--- config.mk ---
export PLATFORM = sky130hd
export DESIGN_NAME = alu_seq_wide
export DESIGN_NICKNAME = d
export VERILOG_FILES = /design/src/rtl/alu_seq_wide.sv
export SDC_FILE = /design/constraint.sdc
export NUM_CORES = 1
export LEC_CHECK = 0
export ABC_AREA = 1
export BUFFER_PORTS_ARGS = -buffer_cell sky130_fd_sc_hd__buf_2
export CORE_UTILIZATION = 25
export DETAILED_ROUTE_END_ITERATION = 12
export SLEW_MARGIN = 0
export SYNTH_ARGS = -nofsm -noshare
export SYNTH_HDL_FRONTEND = slang
export SYNTH_SLANG_ARGS = --single-unit
--- constraint.sdc ---
create_clock -name clk -period 1.6 [get_ports clk]
set_input_delay 0.08 -clock clk [delete_from_list [all_inputs] [get_ports clk]]
set_output_delay 0.08 -clock clk [all_outputs]
set_load 0.1 [all_outputs]
--- src/rtl/alu_seq_wide.sv ---
// Multi-byte sequencer for the 8-bit ALU: accepts one wide command, executes it
// one byte per cycle LSB first with carry chaining, and returns the wide result and flags.
module alu_seq_wide #(
    parameter int NBYTES = 2
) (
    input  logic                clk,
    input  logic                reset,
    input  logic                cmd_valid,
    output logic                cmd_ready,
    input  logic [2:0]          cmd_op,
    input  logic                cmd_cin,
    input  logic [8*NBYTES-1:0] cmd_a,
    input  logic [8*NBYTES-1:0] cmd_b,
    output logic                rsp_valid,
    input  logic                rsp_ready,
    output logic [8*NBYTES-1:0] rsp_result,
    output logic                rsp_carry,
    output logic                rsp_overflow,
    output logic                rsp_zero,
    output logic                alu_en,
    output logic                alu_i3,
    output logic                alu_i4,
    output logic                alu_i5,
    output logic                alu_c_in,
    output logic [7:0]          alu_r,
    output logic [7:0]          alu_s,
    input  logic [7:0]          alu_f,
    input  logic                alu_zero,
    input  logic                alu_c_out,
    input  logic                alu_overflow
);

    localparam int W = 8 * NBYTES;
    localparam logic [1:0] LAST = 2'(NBYTES - 1);

    typedef enum logic [1:0] {
        IDLE,
        EXEC,
        DONE
    } state_t;

    state_t         state;
    logic [1:0]     k;
    logic [W-1:0]   a_q;
    logic [W-1:0]   b_q;
    logic           zacc;

    // Constant-indexed byte pick so every part-select stays in range for any NBYTES.
    function automatic logic [7:0] byte_sel(input logic [W-1:0] v, input logic [1:0] idx);
        byte_sel = '0;
        for (int unsigned i = 0; i < NBYTES; i++) begin
            if (idx == 2'(i)) byte_sel = v[8*i +: 8];
        end
    endfunction

    always_ff @(posedge clk) begin
        if (reset) begin
            state        <= IDLE;
            k            <= '0;
            a_q          <= '0;
            b_q          <= '0;
            zacc         <= 1'b1;
            cmd_ready    <= 1'b1;
            rsp_valid    <= 1'b0;
            rsp_result   <= '0;
            rsp_carry    <= 1'b0;
            rsp_overflow <= 1'b0;
            rsp_zero     <= 1'b0;
            alu_en       <= 1'b0;
            alu_i3       <= 1'b0;
            alu_i4       <= 1'b0;
            alu_i5       <= 1'b0;
            alu_c_in     <= 1'b0;
            alu_r        <= '0;
            alu_s        <= '0;
        end else begin
            case (state)
                IDLE: begin
                    if (cmd_valid) begin
                        a_q       <= cmd_a;
                        b_q       <= cmd_b;
                        k         <= '0;
                        zacc      <= 1'b1;
                        alu_i3    <= cmd_op[0];
                        alu_i4    <= cmd_op[1];
                        alu_i5    <= cmd_op[2];
                        // Byte 0 operands are presented in the first EXEC cycle directly.
                        alu_en    <= 1'b1;
                        alu_r     <= cmd_a[7:0];
                        alu_s     <= cmd_b[7:0];
                        alu_c_in  <= cmd_cin;
                        cmd_ready <= 1'b0;
                        state     <= EXEC;
                    end
                end
                EXEC: begin
                    for (int unsigned i = 0; i < NBYTES; i++) begin
                        if (k == 2'(i)) rsp_result[8*i +: 8] <= alu_f;
                    end
                    zacc <= zacc & alu_zero;
                    if (k == LAST) begin
                        alu_en       <= 1'b0;
                        alu_r        <= '0;
                        alu_s        <= '0;
                        alu_c_in     <= 1'b0;
                        rsp_carry    <= alu_c_out;
                        rsp_overflow <= alu_overflow;
                        rsp_zero     <= zacc & alu_zero;
                        rsp_valid    <= 1'b1;
                        state        <= DONE;
                    end else begin
                        k        <= k + 2'd1;
                        alu_r    <= byte_sel(a_q, k + 2'd1);
                        alu_s    <= byte_sel(b_q, k + 2'd1);
                        alu_c_in <= alu_c_out;
                    end
                end
                DONE: begin
                    if (rsp_ready) begin
                        rsp_valid <= 1'b0;
                        cmd_ready <= 1'b1;
                        state     <= IDLE;
                    end
                end
                default: begin
                    state <= IDLE;
                end
            endcase
        end
    end

endmodule

; Word level (Yosys, flattened, before mapping)
; Index checks and enable logic that the tools add are counted.
; Widths: inputs -> output; s select.
[op_classes]
add_sub_neg = 1
eq_ne = 8
n_mux = 30
bitwise_logic = 1
reduce_logical = 15
[op_table]
columns = cell, n
row1 = $mux 8, 8
row2 = $pmux 8 s2, 2
row3 = $reduce_and 3->1, 5
row4 = $mux 2, 5
row5 = $pmux 1 s2, 5
row6 = $mux 1, 8
row7 = $ne 2x2->1 const B, 4
row8 = $reduce_and 2->1, 4
row9 = $eq 2x1->1 const B, 3
row10 = $logic_not 2->1, 3
row11 = $pmux 2 s3, 1
row12 = $reduce_bool 2->1, 3
row13 = $pmux 2 s2, 1
row14 = $add 2x1->2 const B, 1
row15 = $eq 2x2->1 const B, 1
row16 = $and 1x1->1, 1
[word_totals]
register_bits = 79
in_bits = 51
out_inout_bits = 42
word_cells = 74

; Depth between registers and ports, before layout
[depth]
ltp_word = 6
depth_mapped = 10
depth_no_buf = 8

; Least setup slack after synthesis
; OpenSTA, ideal clock, no wires.
[synth_timing]
path_kind = register to register
start = register k[0]
end = register alu_r[6]
t_arrival_ps = 1345
t_required_ps = 1472
setup_slack_ps = 127
stages_incl_launch_ff = 11
path_buffers = 2
synth_period_minus_slack_ps = 1473
cell_sequence = dfxtp_1 > inv_1 > ha_1 > buf_2 > inv_1 > buf_2 > nand2_1 > nand2_1 > nor2_1 > nor2_1 > nor2_1
[synth_between]
elab_chain_len = 6
elab_cells_between_ends = 8
[synth_rtl]
columns = item, line
row1 = from (decl), 43  ; logic [1:0] k;
row2 = from (signal assigned), 112  ; k <= k + 2'd1;
row3 = $add 2x1->2, 113  ; alu_r <= byte_sel(a_q, k + 2'd1);
row4 = $logic_not 2->1, 52  ; if (idx == 2'(i)) byte_sel = v[8*i +: 8];
row5 = $mux 8 (2 in a row), 52
row6 = $mux 8 (*), 101  ; if (k == LAST) begin
row7 = $pmux 8 s2 (*), 77  ; case (state)
row8 = to (signal assigned), 89  ; alu_r <= cmd_a[7:0];
row9 = to (signal assigned), 113
row10 = to (decl), 25  ; output logic [7:0] alu_r,
; Mark *: on every way between the ends. The rest lies on a longest branch, timed or not.
; A chain may end at the register's enable or synchronous reset.

; Worst setup path in the final report
[layout_timing]
start = register k[0]
end = register rsp_result[2]
[layout_between]
elab_chain_len = 2
[layout_rtl]
columns = item, line
row1 = $logic_not 2->1, 98  ; if (k == 2'(i)) rsp_result[8*i +: 8] <= alu_f;
row2 = $reduce_and 2->1 (no line), --
row3 = "to (signal, indexed assignment)", 98
row4 = to (decl), 16  ; output logic [8*NBYTES-1:0] rsp_result,
; Every way passes these cells.

==> summary.md <==
| Metric | Value |
|---|---|
| DRT Pass-1 Iters | `4` |
| Drt wl/cell | `12.9 um` |
| Worst-Skew Late Latency | `about 340 ps` |
| Max Cap Violations | `0` |
| Post-synthesis cell count | `~460` |
| Io pins | `93` |
| Worst hold path type | `in2reg` |
| First-pass GRT wire length | `about 16000 um` |
| Starting DRT DRC Count | `169` |
| Fillers | `roughly 1.4k` |
| Main synth FF type | `dfxtp_1` |
| Worst VDD drop | `about 520 uV` |
| Clock skew | `approximately 7.3 ps` |
| Leakage | `between 0.002 and 0.0025 uW` |
| Area growth, synth to finish | `33.1%` |
| Layout Nets | `624` |
| Max Fanout on Critical Path | `9` |
| Post-CTS setup buffer count | `0` |
| Cell repeated most along the worst path | `inv_1` |
| Synth top area share | `between 40% and 50%` |
| Row count | `between 40 and 50` |
| Antenna fix cells | `0` |
| Family with the most delay on the worst path | `simple AND/OR/NAND/NOR gates` |
| Slew @ Worst Pin | `between 500 and 600 ps` |
| Core area | `about 0.013 mm2` |
| Post-synthesis sequential area ratio | `a little under half` |
| Crit path DAT | `approximately 1700 ps` |
| Layout cell share with drive strength beyond 1 | `~25%` |
| DIE WIDTH | `118 um` |
| Ys async rst share | `0%` |
| Mapped cell area | `roughly 0.0034 mm2` |
| Register-to-register setup slack | `around 160 ps` |
| Initial antenna violation count | `1` |
| Slew margin rel. | `around 66%` |
| Drt total wl | `around 9700 um` |
| Crit path required time | `between 1500 and 2000 ps` |
| RSZ-0062 raised after global routing | `false` |
| Slew Limit Fails | `0` |
| Outcome | `complete, no violations` |
| Tmin final | `~1400 ps` |
| Power Density | `1360 mW/mm2` |
| Final hold violation count | `0` |
| Final Core Density | `34.1%` |
| Antenna violation net count after detailed routing | `0` |
| Vias in the first global route | `between 3k and 4k` |
| DRC viols | `0` |
| Buffers and inverters on the worst path | `3` |
| Startpoint Class | `register` |
| Clock buffer depth | `2` |
| Hold Startpoint | `cmd_a[10]` |
| Largest cells by area after synthesis | `dfxtp_1, nand2_1, nor2_1` |
| Reg2Reg Depth | `7` |
| Syn_nets | `between 500 and 600` |
| Synth area leader | `dfxtp_1` |
| Largest net degree at the start of global routing | `~50` |
| Hold endpoint | `a_q[10]` |
| Routed vias/inst | `approximately 4.3` |
| Final setup vio count | `0` |
| GRT Util Overall | `~14%` |
| Gr ovfl total | `0` |
| Clock Pin Slew Worst Setup and Hold Paths | `roughly 60 ps` |
| Die area | `~0.014 mm2` |
| Worst r2r src | `k[0]` |
| Post-synth top cells | `nand2_1, nor2_1, dfxtp_1` |
| Mapped Avg Cell Area | `between 7 and 8 um2` |
| CP max-delay cell | `dfxtp_1` |
| Die Y | `around 120 um` |
| Placer congestion estimate | `0.736` |
| Fmax | `694 MHz` |
| Port bufs | `slightly above 90` |
| DR vias | `about 3.3k` |
| Worst hold stages | `3` |
| DP HPWL | `6720 um` |
| Final setup TNS | `0 ps` |
| Worst path max stage delay | `340 ps` |
| Capturing element type of the critical path | `register` |
| Crit Path Category | `reg2reg` |
| CTS tree | `done` |
| CTS root buf | `clkbuf_16` |
| Clock sink count | `roughly 80` |
| Count of warnings emitted by yosys | `0` |
| Most frequent cell after synthesis | `nand2_1` |
| Total clock buffers created by CTS | `9` |
| RR Endpoint | `rsp_result[2]` |
| Initial Util | `about 26%` |
| H-tree level count | `3` |
| Distinct cells, synth | `25` |
| Crit-path cells | `inv_1, ha_1, inv_1, nor2_2, inv_1, nor2_1, nor2_1` |
| Post-synth EDFFs | `0` |
| Period utilization | `~90%` |
| Flops & latches, synth | `between 70 and 80` |
[power by group]
part | total [uW] | internal [uW] | switching (uW) | leakage [uW]
clock network | 2230 | 1370 | 865 | 0.000152
registers | 2230 | 2150 | 84.6 | 0.000651
logic | 1650 | 397 | 1260 | 0.00136
[cells in the final DEF (no fill, tap or decap)]
cell | Yosys | routed
ha_1 | 4 | 3
buf_4 | 2 | 16
buf_12 | 1 | 2
nor2_8 | 1 | 1
clkinv_2 | 0 | 1
nand2_4 | 1 | 1
nand3_1 | 27 | 27
nor2_2 | 3 | 3
o21ai_0 | 41 | 41
a21oi_2 | 1 | 1
nand3b_1 | 17 | 17
nand2_2 | 1 | 2
inv_1 | 24 | 24
buf_2 | 9 | 92
nand3_2 | 2 | 2
ha_2 | 0 | 1
nor2_4 | 1 | 1
clkinv_4 | 0 | 2
dfxtp_1 | 79 | 79
nor2_1 | 88 | 88
nand2_1 | 105 | 104
inv_2 | 3 | 3
clkinvlp_4 | 0 | 2
dlygate4sd3_1 | 0 | 14
bufinv_16 | 0 | 2
clkbuf_16 | 0 | 9
a21oi_1 | 36 | 36
[metrics by stage]
| stage | total power [uW] | cell area [um2] | cells | hold WS, ps | setup slack [ps] |
|---|---|---|---|---|---|
| 5_1_grt | 6410 | 4510 | 750 | 24.4 | 35.2 |
| 3_5_place_dp | 3910 | 4040 | 720 | 325 | 142 |
| 3_3_place_gp | 3910 | 4040 | 720 | 319 | 140 |
| 6_report | 6120 | 4510 | 750 | 21.4 | 158 |
| 2_1_floorplan | 3570 | 3390 | 463 | 202 | 127 |
| 4_1_cts | 6190 | 4510 | 750 | 5.00 | 116 |
[how the worst max path moves through the flow]
| stage | startpoint | to | slack [ps] | depth (start not counted) |
|---|---|---|---|---|
| floorplan | k[0] | alu_r[6] | 130 | 10 |
| global placement | k[1] | rsp_zero | 140 | 7 |
| detailed placement | k[1] | rsp_zero | 140 | 7 |
| CTS | k[1] | rsp_zero | 120 | 7 |
| global route | k[0] | rsp_result[0] | 40 | 7 |
| finish | k[0] | rsp_result[2] | 160 | 7 |
[final cells by class]
type	instances	area, um2	area share [%]
flip-flops and latches	79	1580	35.1
multi-input cells	328	1520	33.8
repair buffers	124	761	16.9
clock buffers	9	225	4.99
well taps	176	220	4.88
inverters	27	101	2.25
clock inverters	7	97.6	2.16
[timing repair]
action / 4_1_cts / 5_1_grt
endpoints found under the setup margin: 0 / 2
gates resized for setup: 0 / 2
hold buffers: 14 / 0
hold endpoints to repair: 23 / 0
[routing by layer]
metal / part of all wire [%] / GRT usage [%]
met5: 0.13 / 0
met4: 1.7 / 5.06
met2: 46 / 22.2
met3: 5.7 / 4.97
met1: 47 / 18.3
[sequential cells by signal, summed over array words and instances, names as in the netlist]
name          count
alu_i5            1
rsp_carry         1
alu_en            1
cmd_ready         1
alu_i3            1
zacc              1
alu_r             8
alu_c_in          1
rsp_overflow      1
k                 2
alu_s             8
a_q              16
state             2
alu_i4            1
b_q              16
rsp_zero          1
rsp_result       16
rsp_valid         1
[logic make-up (layout without fill, tap and decap cells)]
kind of cell | count (synthesis) | in the layout | synth area share, %
AND/OR/NAND/NOR | 246 | 246 | 31.7
flip-flops | 79 | 79 | 46.7
AO/OA/AOI/OAI | 78 | 78 | 11.6
buffers and inverters | 56 | 167 | 8.49
adder cells (fa/ha/maj) | 4 | 4 | 1.48
[worst min-delay path, stage by stage]
cell and delay [ps]:
buf_2 70, o21ai_0 70, a21oi_1 100
Note: power is estimated with default switching activity, not from simulation.
